===== src/rtl/uart_fifo_tx.sv =====
// uart_fifo_tx: drains bytes from a normal-mode FIFO and sends them as 8N1 UART frames, LSB first.
// All outputs are registered from next-state values, so tx never glitches between bits.
module uart_fifo_tx #(
    parameter int CLK_FREQ     = 50000000,
    parameter int BAUD         = 115200,
    parameter int CLKS_PER_BIT = CLK_FREQ / BAUD
) (
    input  logic        clock,
    input  logic        reset,
    input  logic        enable,
    input  logic [7:0]  fifo_q,
    input  logic        fifo_empty,
    output logic        fifo_rdreq,
    output logic        tx,
    output logic        busy,
    output logic        byte_sent,
    output logic [15:0] sent_count
);

    localparam int CNT_W = (CLKS_PER_BIT > 1) ? $clog2(CLKS_PER_BIT) : 1;
    localparam logic [CNT_W-1:0] CNT_LAST = CNT_W'(CLKS_PER_BIT - 1);

    typedef enum logic [2:0] {
        IDLE  = 3'd0,
        READ  = 3'd1,
        LATCH = 3'd2,
        START = 3'd3,
        DATA  = 3'd4,
        STOP  = 3'd5
    } state_t;

    state_t           state;
    state_t           state_next;
    logic [CNT_W-1:0] baud_cnt;
    logic [CNT_W-1:0] cnt_next;
    logic [2:0]       bit_idx;
    logic [2:0]       idx_next;
    logic [7:0]       shift;
    logic [7:0]       shift_next;
    logic             tx_next;
    logic             bit_end;
    logic             frame_done;

    assign bit_end    = (baud_cnt == CNT_LAST);
    assign frame_done = (state == STOP) && bit_end;

    always_comb begin
        state_next = state;
        cnt_next   = baud_cnt;
        idx_next   = bit_idx;
        shift_next = shift;
        tx_next    = 1'b1;

        case (state)
            IDLE: begin
                if (enable && !fifo_empty) begin
                    state_next = READ;
                end
            end
            READ: begin
                state_next = LATCH;
            end
            LATCH: begin
                // fifo_q is valid now, one cycle after the read request
                shift_next = fifo_q;
                cnt_next   = '0;
                idx_next   = '0;
                state_next = START;
            end
            START: begin
                if (bit_end) begin
                    cnt_next   = '0;
                    state_next = DATA;
                end else begin
                    cnt_next = baud_cnt + CNT_W'(1);
                end
            end
            DATA: begin
                if (bit_end) begin
                    cnt_next   = '0;
                    shift_next = {1'b0, shift[7:1]};
                    if (bit_idx == 3'd7) begin
                        state_next = STOP;
                    end else begin
                        idx_next = bit_idx + 3'd1;
                    end
                end else begin
                    cnt_next = baud_cnt + CNT_W'(1);
                end
            end
            STOP: begin
                if (bit_end) begin
                    cnt_next   = '0;
                    state_next = (enable && !fifo_empty) ? READ : IDLE;
                end else begin
                    cnt_next = baud_cnt + CNT_W'(1);
                end
            end
            default: begin
                state_next = IDLE;
            end
        endcase

        if (state_next == START) begin
            tx_next = 1'b0;
        end else if (state_next == DATA) begin
            tx_next = shift_next[0];
        end
    end

    always_ff @(posedge clock or negedge reset) begin
        if (!reset) begin
            state      <= IDLE;
            baud_cnt   <= '0;
            bit_idx    <= '0;
            shift      <= '0;
            tx         <= 1'b1;
            fifo_rdreq <= 1'b0;
            busy       <= 1'b0;
            byte_sent  <= 1'b0;
            sent_count <= '0;
        end else begin
            state      <= state_next;
            baud_cnt   <= cnt_next;
            bit_idx    <= idx_next;
            shift      <= shift_next;
            tx         <= tx_next;
            fifo_rdreq <= (state_next == READ);
            busy       <= (state_next != IDLE);
            byte_sent  <= (state_next == STOP) && (cnt_next == CNT_LAST);
            if (frame_done) begin
                sent_count <= sent_count + 16'd1;
            end
        end
    end

endmodule


===== config.mk =====
export PLATFORM = sky130hd
export DESIGN_NAME = uart_fifo_tx
export DESIGN_NICKNAME = d
export VERILOG_FILES = /design/src/rtl/uart_fifo_tx.sv
export SDC_FILE = /design/constraint.sdc
export NUM_CORES = 1
export LEC_CHECK = 0
export ABC_AREA = 0
export CAP_MARGIN = 10
export CORE_ASPECT_RATIO = 2
export CORE_MARGIN = 1.5
export CORE_UTILIZATION = 34
export DETAILED_ROUTE_END_ITERATION = 10
export PLACE_DENSITY_LB_ADDON = 0.1
export SYNTH_ARGS = -nofsm -noshare
export SYNTH_HDL_FRONTEND = slang
export SYNTH_SLANG_ARGS = --single-unit

===== constraint.sdc =====
create_clock -name clock -period 6.6 [get_ports clock]
set_input_delay 1.65 -clock clock [delete_from_list [all_inputs] [get_ports clock]]
set_output_delay 1.65 -clock clock [all_outputs]
set_load 0.02 [all_outputs]

==> results.txt <==
----------------------------------------------------
[Run status]
  Outcome ... finished clean

[Clock network]
  Clock tree from TritonCTS ... yes
  H-tree depth ... 2
  Number of sinks driven by the clock tree ... 43
  Register clock-pin slew on the reported worst setup and hold paths ... 0.06 ns
  Root cell of the clock tree ... clkbuf_16
  TritonCTS buffer count ... 5
  Source-to-sink clock delay at the later pin of the worst-skew pair ... 0.28 ns
  Number of hold-repair buffers added at the cts stage ... 0
  Post CTS Setup Buffer Count ... 0
  Gates resized, CTS repair ... 0
  Maximum buffer depth of the clock tree ... 2

[Timing]
  Final hold violations ... 0
  Tightest slew margin relative to the limit ... 32.7%
  Unrepaired setup endpoints after global routing ... no
  Maximum clock frequency ... 326 MHz
  Count of final setup violators ... 0
  Clock Skew ... 0.00442 ns
  Post-route minimum period ... 3.07 ns
  Final sum of negative setup slack ... 0 ns
  Tightest hold margin ... 0.477 ns
  Transition time of the tightest slew-check pin ... 1.01 ns
  Share of the cycle needed by the critical path after routing ... 46.4%
  Number of max-slew violations in the final report ... 0

[Global routing]
  First-pass GRT wire length ... 8050 um
  Maximum number of pins on one net before global-route repair ... 44
  Antenna violations before repair ... 0
  GRT overflow ... 0
  Total GRT Usage ... 15.6%
  Via count of the first global-routing pass ... 1,728

[Synth]
  Mux share of post-synthesis cell area ... 1.52%
  Proportion of synthesized flip-flops having asynchronous set or reset ... 100%
  Post-Synth Adder-Cell Area ... 2.93%
  Flip-flop and latch count after synthesis ... 43
  Count leader, synth ... dfrtp_1
  Simple-gate area share of the yosys netlist ... 24.8%
  XOR/XNOR share of the synthesized area ... 9.03%
  Most common flop cell mapped by yosys ... dfrtp_1
  Compound-Gate Fraction of Synth Area ... 9.44%
  Synthesized netlist net count ... 229
  Cell types with the largest area share after synthesis ... dfrtp_1 49%, nand2_1 7.2%, xnor2_1 6.6%
  Area share of the leading cell type in the synthesized netlist ... 49.3%
  Distinct cells, synth ... 47
  Library cell with the largest summed area after synthesis ... dfrtp_1
  Number of synthesized flops with an enable pin ... 0
  Post-synthesis cell count ... 212
  Average size of a mapped cell ... 10.1 sq um
  Area of the mapped netlist ... 0.00213 sq mm
  Top post-synthesis cells by count ... 42 x dfrtp_1, 41 x nand2_1, 16 x xnor2_1
  Share of synthesized area occupied by flip-flops and latches ... 50.5%
  Count of yosys warnings during synthesis ... 0
  Main combinational cell family by area after synthesis ... simple AND/OR/NAND/NOR gates

[Setup path]
  Slowest stage cell on the critical path ... a311oi_1
  Setup crit end kind ... flip-flop
  Top cell family by delay on the critical path ... compound AO/OA/AOI/OAI gates
  Startpoint Class ... primary input
  Crit path cell chain ... clkdlybuf4s50_1, nand2b_1, o21a_1, a311oi_1, o211ai_1, nor4_2
  Required time at the worst-slack endpoint ... 6.79 ns
  Worst Path Class, Setup ... in -> reg
  CP Max Fanout ... 5
  Delay contributed by the slowest stage of the critical path ... 0.48 ns
  Data arrival, critical path ... 3.26 ns
  Number of buffers and inverters on the critical path ... 1

[Floorplan]
  Row count ... 40
  Initial core utilization ... 35.2%
  Core area ... 0.00606 sq mm
  Die outline width ... 59.0 um
  Number of placed I/O pins ... 32
  Die extent in y ... 115 um
  Die Area ... 0.00679 sq mm

[Flow run]
  # Max-Cap Violations ... 0

[Drt]
  Vias after detailed routing ... 1,620
  DRC violation total after the first TritonRoute iteration ... 31
  Remaining antenna violation count after routing ... 0
  First drt pass iteration count ... 4
  Detailed-route vias per instance ... 4.91
  Drt drc ... 0
  Wire length per cell after detailed routing ... 14.2 um
  Total wirelength of the detailed-routed design ... 4670 um

[Power]
  Power Density ... 258 mW/mm^2
  Worst IR Drop VDD ... 0.000182 V
  Leakage power total ... 1.18 nW

[Placed design]
  Routability Congestion ... 0.811
  # port buffers ... 31
  Sum of net half-perimeters after detailed placement ... 3350 um

[Worst hold path]
  Worst hold path type ... reg -> reg

[Final layout]
  Synth-to-layout area growth ... 25.3%
  Antenna cell count ... 0
  Area of combinational cells with multiple inputs ... 0.00102 sq mm
  Layout Nets ... 262
  Filler instances ... 600
  FF/Latch Area ... 0.00108 sq mm
  Ratio of cells with drive above 1 in the final layout ... 8.13%

----------------------------------------------------
## cells by family after synthesis
kind of cell,after synthesis
and+or+nand+nor,99
buffers and inverters,8
muxes,3
AOI/OAI and AO/OA,32
adders and majority gates,5
DFF,43
xor gates and xnor gates,22
## through the flow
step           util, %  power (W)  cells  setup slack [ns]  area [sq um]
2_1_floorplan        -   0.000400    212              3.90          2130
3_3_place_gp      41.6   0.000437    322              3.25          2520
3_5_place_dp      41.6   0.000438    322              3.21          2520
4_1_cts           44.2   0.000704    330              3.48          2670
5_1_grt           44.2   0.000731    330              3.28          2670
6_report          44.2   0.000691    330              3.53          2670
## report_power, final
part           leakage [nW]  internal, W  switching, W
registers             0.552     0.000297     0.0000376
logic                 0.556    0.0000476     0.0000495
clock network        0.0772     0.000161     0.0000976
## tightest hold or removal path, cell delays in order, from the launching register on
cell and delay [ns]:
dfrtp_1 0.34, nand2_1 0.05, nand2_1 0.05
## final timing paths
kind	to	slack, ns	cells after the start	startpoint
max reg2reg	byte_sent	4.11	6	state[2]
min reg2reg	shift[6]	0.48	2	shift[6]
max	byte_sent	3.53	6	fifo_empty
min	shift[6]	0.48	2	shift[6]
min in group asynchronous	baud_cnt[6]	1.53	1	reset
max in group asynchronous	sent_count[12]	4.44	1	reset
## per-layer routing
layer	global-route usage [%]	vias up	wire length [um]	share of wire [%]
li1	-	799	-	-
met1	17.3	794	1850	40
met2	28.1	21	2600	56
met3	2.70	6	123	2.6
met4	6.82	0	93	2.0
met5	0	-	0	0
## registers in the layout, summed over array words and instances (netlist names)
register	count
sent_count	16
baud_cnt	9
shift	8
bit_idx	3
state	3
busy	1
byte_sent	1
fifo_rdreq	1
tx	1
## cell usage in the layout (no fill, tap or decap), types with 3 or more instances in the layout
master,instances
nor2_1,15
o22ai_1,3
nor2b_1,4
xor2_1,6
o21ai_0,8
nor3_1,4
a21oi_1,5
ha_1,5
clkbuf_16,5
nand2_1,41
and3_1,7
nand3_1,7
a22oi_1,6
xnor2_1,16
nand4_1,5
clkdlybuf4s50_1,30
dfrtp_1,42
## area by class of cell
type / count / area share (%)
Timing Repair Buffer: 31 / 11.4
Inverter: 3 / 0.421
Multi-Input combinational cell: 161 / 38.1
Tap cell: 84 / 3.93
Clock buffer: 8 / 5.85
Sequential cell: 43 / 40.3
Power figures use the tool's default switching activity.
